File: src/rtl/regfile_pkg.sv
// Shared constants and types for the register file / pending-write scoreboard.
package regfile_pkg;

  localparam int DATA_W_DEF = 32;
  localparam int ADDR_W_DEF = 5;
  localparam int PEND_W_DEF = 2;

  // Pending-write counter at the default width.
  typedef logic [PEND_W_DEF-1:0] pend_cnt_t;

  // Hard-wired zero register: reads as 0, ignores writes, never pending.
  localparam int unsigned ZERO_REG = 0;

endpackage

File: src/rtl/rf_pend_counter.sv
// Saturating up/down pending-write counter for one register.
// flush clears the count and wins over inc/dec; inc together with dec holds.
module rf_pend_counter
  import regfile_pkg::*;
#(
  parameter int PEND_W = PEND_W_DEF
) (
  input  logic              clk,
  input  logic              reset,
  input  logic              flush,
  input  logic              inc,
  input  logic              dec,
  output logic [PEND_W-1:0] cnt
);

  logic [PEND_W-1:0] cnt_r;

  // Count outstanding writes; saturate at both ends so stray writebacks never wrap.
  always_ff @(posedge clk) begin
    if (reset) begin
      cnt_r <= {PEND_W{1'b0}};
    end else if (flush) begin
      cnt_r <= {PEND_W{1'b0}};
    end else if (inc && !dec && (cnt_r != {PEND_W{1'b1}})) begin
      cnt_r <= cnt_r + PEND_W'(1);
    end else if (dec && !inc && (cnt_r != {PEND_W{1'b0}})) begin
      cnt_r <= cnt_r - PEND_W'(1);
    end else begin
      cnt_r <= cnt_r;
    end
  end

  assign cnt = cnt_r;

endmodule

File: src/rtl/regfile_scoreboard.sv
// Register file with NUM_RD combinational read ports, one write port and a
// per-register pending-write scoreboard that flags RAW hazards to ID.
// Optional feature: define RF_BYPASS_EN for same-cycle write-through on every
// read port, letting the last outstanding writeback resolve rd_busy in the
// writeback cycle itself.
module regfile_scoreboard
  import regfile_pkg::*;
#(
  parameter int DATA_W = DATA_W_DEF,
  parameter int ADDR_W = ADDR_W_DEF,
  parameter int NUM_RD = 2,
  parameter int PEND_W = PEND_W_DEF
) (
  input  logic                     clk,
  input  logic                     reset,
  input  logic [NUM_RD*ADDR_W-1:0] rd_addr,
  input  logic [NUM_RD-1:0]        rd_valid,
  output logic [NUM_RD*DATA_W-1:0] rd_data,
  output logic [NUM_RD-1:0]        rd_busy,
  output logic                     hazard,
  input  logic                     issue_valid,
  input  logic [ADDR_W-1:0]        issue_addr,
  output logic                     issue_ready,
  input  logic                     wb_valid,
  input  logic [ADDR_W-1:0]        wb_addr,
  input  logic [DATA_W-1:0]        wb_data,
  input  logic                     flush
);

  localparam int NREG = 2 ** ADDR_W;

  logic [DATA_W-1:0] regs_r [NREG];
  logic [PEND_W-1:0] cnt_s  [NREG];
  logic              wb_en_s;

  assign wb_en_s = wb_valid && (wb_addr != ADDR_W'(ZERO_REG));

  // Register storage; entry 0 is never written so it stays at its reset value.
  always_ff @(posedge clk) begin
    if (reset) begin
      for (int i = 0; i < NREG; i++) begin
        regs_r[i] <= {DATA_W{1'b0}};
      end
    end else if (wb_en_s) begin
      regs_r[wb_addr] <= wb_data;
    end else begin
      regs_r <= regs_r;
    end
  end

  // Register 0 has no counter and is never pending.
  assign cnt_s[0] = {PEND_W{1'b0}};

  // An issue to a register whose counter is saturated must stall in ID.
  always_comb begin
    if (issue_addr == ADDR_W'(ZERO_REG)) begin
      issue_ready = 1'b1;
    end else begin
      issue_ready = (cnt_s[issue_addr] != {PEND_W{1'b1}});
    end
  end

  for (genvar i = 1; i < NREG; i++) begin : g_pend
    logic inc_s;
    logic dec_s;

    assign inc_s = issue_valid && issue_ready && (issue_addr == ADDR_W'(i));
    assign dec_s = wb_valid && (wb_addr == ADDR_W'(i)) && (cnt_s[i] != {PEND_W{1'b0}});

    rf_pend_counter #(
      .PEND_W(PEND_W)
    ) u_cnt (
      .clk  (clk),
      .reset(reset),
      .flush(flush),
      .inc  (inc_s),
      .dec  (dec_s),
      .cnt  (cnt_s[i])
    );
  end

  for (genvar k = 0; k < NUM_RD; k++) begin : g_rd
    logic [ADDR_W-1:0] addr_s;
    logic [DATA_W-1:0] data_s;
    logic              wb_hit_s;
    logic              resolved_s;
    logic              busy_s;

    assign addr_s   = rd_addr[k*ADDR_W +: ADDR_W];
    assign wb_hit_s = wb_valid && (wb_addr == addr_s);

    // Read mux: zero register, optional write-through, else stored value.
    always_comb begin
      if (addr_s == ADDR_W'(ZERO_REG)) begin
        data_s = {DATA_W{1'b0}};
`ifdef RF_BYPASS_EN
      end else if (wb_hit_s) begin
        data_s = wb_data;
`endif
      end else begin
        data_s = regs_r[addr_s];
      end
    end

    // Busy while writes are outstanding, unless the final one is landing now and is forwarded.
    always_comb begin
`ifdef RF_BYPASS_EN
      resolved_s = wb_hit_s && (cnt_s[addr_s] == PEND_W'(1));
`else
      resolved_s = 1'b0;
`endif
      if (addr_s == ADDR_W'(ZERO_REG)) begin
        busy_s = 1'b0;
      end else begin
        busy_s = (cnt_s[addr_s] != {PEND_W{1'b0}}) && !resolved_s;
      end
    end

    assign rd_data[k*DATA_W +: DATA_W] = data_s;
    assign rd_busy[k]                  = busy_s;
  end

  assign hazard = |(rd_busy & rd_valid);

endmodule

File: config.mk
export PLATFORM = sky130hd
export DESIGN_NAME = regfile_scoreboard
export DESIGN_NICKNAME = d
export VERILOG_FILES = /design/src/rtl/regfile_pkg.sv /design/src/rtl/rf_pend_counter.sv /design/src/rtl/regfile_scoreboard.sv
export SDC_FILE = /design/constraint.sdc
export NUM_CORES = 2
export LEC_CHECK = 0
export CAP_MARGIN = 25
export CELL_PAD_IN_SITES_DETAIL_PLACEMENT = 0
export CELL_PAD_IN_SITES_GLOBAL_PLACEMENT = 1
export CORE_UTILIZATION = 52
export CTS_BUF_LIST = sky130_fd_sc_hd__clkbuf_2 sky130_fd_sc_hd__clkbuf_4 sky130_fd_sc_hd__clkbuf_8
export DETAILED_ROUTE_END_ITERATION = 12
export DONT_BUFFER_PORTS = 1
export PLACE_DENSITY = 0.85
export SYNTH_ARGS = -nofsm -noshare
export SYNTH_HDL_FRONTEND = slang
export SYNTH_HIERARCHICAL = 1
export SYNTH_SLANG_ARGS = --single-unit
File: constraint.sdc
create_clock -name clk -period 3.6 [get_ports clk]
set_input_delay 0.72 -clock clk [delete_from_list [all_inputs] [get_ports clk]]
set_output_delay 0.72 -clock clk [all_outputs]
set_load 0.005 [all_outputs]
# Yosys cells after proc, flatten, opt, wreduce, memory -nomap -nowiden
# Index checks and enable logic that the tools add are counted.
dict set report totals {
  wordCells 666
  output_inout_bits 68
  ff_bits 1086
  in_bits 59
}
dict set report classes {
  n_bitwise 5
  n_addsub 62
  mux 85
  magnitude_cmp 5
  n_eq_ne 94
  reduce_logical 352
}
# operator n
set ops {}
lappend ops {{1024-bit bitwise mux} 1}
lappend ops {{32-bit binary-select mux with 5-bit select} 2}
lappend ops {{32-bit 2-to-1 mux} 7}
lappend ops {{1-bit logical AND} 220}
lappend ops {{32-bit demux with 5-bit select} 1}
lappend ops {{5-bit == test, second input constant} 32}
lappend ops {{2-bit 2-to-1 mux} 68}
lappend ops {{2-bit nonzero test} 64}
lappend ops {{5-bit by 4-bit == test with 1-bit output, second input constant} 16}
lappend ops {{2-bit inequality test, second input constant} 32}
lappend ops {{2-bit by 1-bit adder with 2-bit output, second input constant} 31}
lappend ops {{1-bit logical NOT} 62}
lappend ops {{2-bit by 1-bit subtractor with 2-bit output, second input constant} 31}
lappend ops {{5-bit by 3-bit == test with 1-bit output, second input constant} 8}
lappend ops {{2-bit binary-select mux with 5-bit select} 3}
lappend ops {{6-bit greater-or-equal comparator, second input constant} 4}
lappend ops {{5-bit NOT with 6-bit output} 4}
lappend ops {{5-bit by 2-bit == test with 1-bit output, second input constant} 4}
lappend ops {{5-bit logical NOT} 3}
lappend ops {{5-bit by 1-bit == test with 1-bit output, second input constant} 2}
lappend ops {{6-bit by 1-bit < comparator with 1-bit output, second input constant} 1}
lappend ops {{5-bit nonzero test} 1}
lappend ops {{2-bit OR reduction} 2}
lappend ops {{1-bit 2-to-1 mux} 3}
lappend ops {{2-bit AND} 1}

# Depth between registers and ports, before layout
dict set report depth {
  word_depth 13
  depth_mapped 10
}

# Modules after synthesis
# The synthesis kept the hierarchy.
# module seq_area_each_um2 cells_each area_per_inst_um2 n_inst
set by_module_without_submodules {}
lappend by_module_without_submodules {regfile_scoreboard 20499.7 5790 52773.1 1}
lappend by_module_without_submodules {rf_pend_counter 40.0 13 126.4 31}

# Worst setup path before layout
# Ideal clock, no wire load.
dict set report synth_path {
  path_kind {input to output}
  from {in rd_addr[0]}
  to {out rd_data[10]}
  cell_stages 7
  arrival_ns 2.429
  required_time_ns 2.880
  path_buffers 3
  setup_slack_ns 0.451
  path_cell_list {buf_2 -> buf_6 -> buf_2 -> mux4_2 -> mux4_2 -> mux2i_1 -> nor2_1}
}
dict set report synth_between {
  elab_chain_cells 5
}
# item line
set synth_lines {}
lappend synth_lines {{start, declared} regfile_scoreboard.sv:16} ;# input logic [NUM_RD*ADDR_W-1:0] rd_addr,
lappend synth_lines {{5-bit NOT with 6-bit output (implied by the code)} regfile_scoreboard.sv:101} ;# data_s = regs_r[addr_s];
lappend synth_lines {{32-bit binary-select mux with 5-bit select} regfile_scoreboard.sv:101}
lappend synth_lines {{32-bit 2-to-1 mux (implied by the code) (2 in a row)} regfile_scoreboard.sv:101}
lappend synth_lines {{32-bit 2-to-1 mux (*)} regfile_scoreboard.sv:94} ;# if (addr_s == ADDR_W'(ZERO_REG)) begin
lappend synth_lines {{end, declared} regfile_scoreboard.sv:18} ;# output logic [NUM_RD*DATA_W-1:0] rd_data,
# Every way passes the cells marked *; elsewhere a longest branch is shown, timed or not. The select of a mux whose other input is x is not followed.

# Worst setup path in the final report
dict set report layout_path {
  from {in rd_addr[5]}
  to {out rd_data[55]}
}
# Same word-level chain as after synthesis.

==> results_dict.tcl <==
set metrics [dict create \
    ant_nets 0 \
    die_w_um 332 \
    min_from "reset" \
    track_usage 0.374 \
    tightest_slew_ns 2.52 \
    yosys-top-cells-area "dfxtp_1, mux4_2, nand2_1, a21oi_1, clkbuf_1" \
    r2r_cells 9 \
    cts_tree "done" \
    syn2layout_area_growth_pct 9.87 \
    fin_skew_ns 0.00840 \
    final_nets 6010 \
    grt_pass1_wl_um 307000 \
    ir_worst_vdd_mv 0.340 \
    io-pin-count 127 \
    power.static_leakage_nw 19.9 \
    grt_overflow_total 0 \
    cp-start-kind "input pin" \
    cp_num_buf_inv 0 \
    cellPowerDensity_nw_per_um2 409 \
    clock_path_buffers 3 \
    synth_nets 6252 \
    avgSynthCellArea_sq_um 9.15 \
    synthDistinctLibCells 49 \
    crit_path_max_incr_delay_ns 1.30 \
    hp-class "in2reg" \
    via_per_inst 6.57 \
    whs_path_depth 2 \
    worstPathCellList "mux4_2, mux4_2, a21oi_1, nor2_1" \
    critPathRequiredTime_ns 2.88 \
    crit_slowest_cell "mux4_2" \
    port-buffer-count 0 \
    die_y_um 332 \
    rows 120 \
    violations "max-slew violations, negative setup slack" \
    crit_top_cell "mux4_2" \
    wl_per_cell_um 28.1 \
    synth_seq_area_share 0.383 \
    dieArea_sq_um 110000 \
    r2r_slack_ns 0.79 \
    worstReg2RegStart "g_pend[14].u_cnt/cnt[0]" \
    status "finished with violations" \
    antenna_found_initial 11 \
    start_util 0.527 \
    wl_um 211000 \
    min_delay_worst_endpoint "g_pend[27].u_cnt/cnt[0]" \
    synth_cells 6193 \
    worst_slack_ns -1.44 \
    final_core_util 0.579 \
    grt_pass1_vias 46400 \
    cp_data_arrival_time_ns 4.32 \
    fmax_mhz 198 \
    path_class "in2out" \
    cts-root-buf "clkbuf_8" \
    crit_path_max_fanout 278 \
    fin_crit_sh 1.40 \
    yosys.area.top_type "dfxtp_1" \
    dp_slack_ns 0.125 \
    slew_headroom -0.678 \
    clk_pin_slew_ns 0.06 \
    synth_most_common_cell "nand2_1" \
    grt_max_degree 1060 \
    maxCapViolCount 0 \
    fillers 9344 \
    numClockSinks 1086 \
    yosysWarnings 6 \
    hold_viol_final 0 \
    synth_area_sq_um 56700 \
    clock_latency_ns 0.87 \
    setup_viol 44 \
    ys.flop_type "dfxtp_1" \
    dr.pass1.iters 7 \
    synth_seq_cells 1086 \
    gp_congestion 0.847 \
    async_flop_share 0 \
    first_iter_violations 7231 \
    synth_top_cell_area_share 0.383 \
    cp_num_cells 4 \
    critical-path-top-delay-family "multiplexers" \
    yosys-top-cells-count "nand2_1, dfxtp_1, a21oi_1" \
    endpoint_kind "primary output" \
    layout-drive-gt1-share 0.210 \
    cts_made_buffers 180 \
    dp_hpwl_um 108000 \
    vias 49300 \
    drc 0 \
    fin_crit_ns 5.04 \
    synth_edf_count 0 \
    coreArea_sq_um 108000 \
    slew_viol_final 588 \
    htree_levels 4 \
    r2r-end "g_pend[3].u_cnt/cnt[0]" \
]
area by class of cell:
type	instances	area [sq um]	area share
Antenna cell	6	15.0	0.000241
Sequential cell	1086	21700	0.349
Clock buffer	292	3640	0.0585
Timing Repair Buffer	162	2010	0.0322
Clock inverter	29	263	0.00422
Multi-Input combinational cell	4487	32700	0.526
Inverter	34	128	0.00205
Tap cell	1403	1760	0.0282
routing by layer:
metal  GRT usage  vias to the layer above  part of all wire
met5           0                        -           0.00025
met4       0.207                        8             0.057
met3       0.114                      744              0.14
met2       0.555                     3288              0.44
met1       0.487                    24000              0.37
li1            -                    21200                 -
cells in the final DEF, fill, tap and decap left out, types with 32 or more instances in the layout:
cell type / instances
a211oi_1: 47
buf_12: 47
dfxtp_1: 1086
clkbuf_8: 232
inv_1: 32
clkbuf_4: 60
a21oi_1: 1009
nor2_1: 140
nor2b_1: 41
mux4_2: 624
o21ai_0: 96
mux2i_1: 117
nand2_1: 2031
buf_4: 93
repair_timing:
item                                    4_1_cts  5_1_grt
pin swaps                                     0        1
resized for setup                             4        9
endpoints found under the setup margin        2        3
buffers inserted                              0        0
hold buffers                                 37        2
hold endpoints to repair                   1054      116
flip-flops by register name, summed over array words and instances (netlist names):
name / cells
regs_r: 1024
g_pend.u_cnt/cnt: 62
power by group:
| group | leakage, nW | total (W) | switching (W) | internal, W |
|---|---|---|---|---|
| clock network | 2.08 | 0.0119 | 0.00533 | 0.00655 |
| registers | 8.75 | 0.0122 | 0.0000619 | 0.0121 |
| logic | 9.04 | 0.00144 | 0.000817 | 0.000621 |
per-stage QoR:
step | setup TNS, ns | cell area [sq um] | power, W | hold slack (ns) | cells
final | -33.60 | 62300 | 0.0255 | 0.125 | 7499
after global routing | -0.0244 | 62300 | 0.0261 | 0.102 | 7494
after CTS | 0 | 62000 | 0.0252 | 0.00597 | 7481
after detailed placement | 0 | 57400 | 0.0133 | 0.454 | 7123
after global placement | 0 | 57400 | 0.0133 | 0.448 | 7123
after floorplan | 0 | 56700 | 0.0137 | 0.433 | 6193
cells by family after synthesis:
group / Yosys count / synth area share
simple gates: 2466 / 0.179
compound gates: 1241 / 0.117
flops: 1086 / 0.383
mux: 749 / 0.270
buf+inv: 620 / 0.0453
xor+xnor: 31 / 0.00479
worst max-delay path by stage:
stage / slack (ns) / to / from
6_report: -1.44 / rd_data[55] / rd_addr[5]
5_1_grt: -0.02 / hazard / g_pend[6].u_cnt/cnt[0]
4_1_cts: 0.001 / hazard / g_pend[7].u_cnt/cnt[0]
3_5_place_dp: 0.13 / rd_data[31] / rd_addr[0]
3_3_place_gp: 0.15 / rd_data[31] / rd_addr[0]
2_1_floorplan: 0.45 / rd_data[10] / rd_addr[0]
Power figures use the tool's default switching activity.
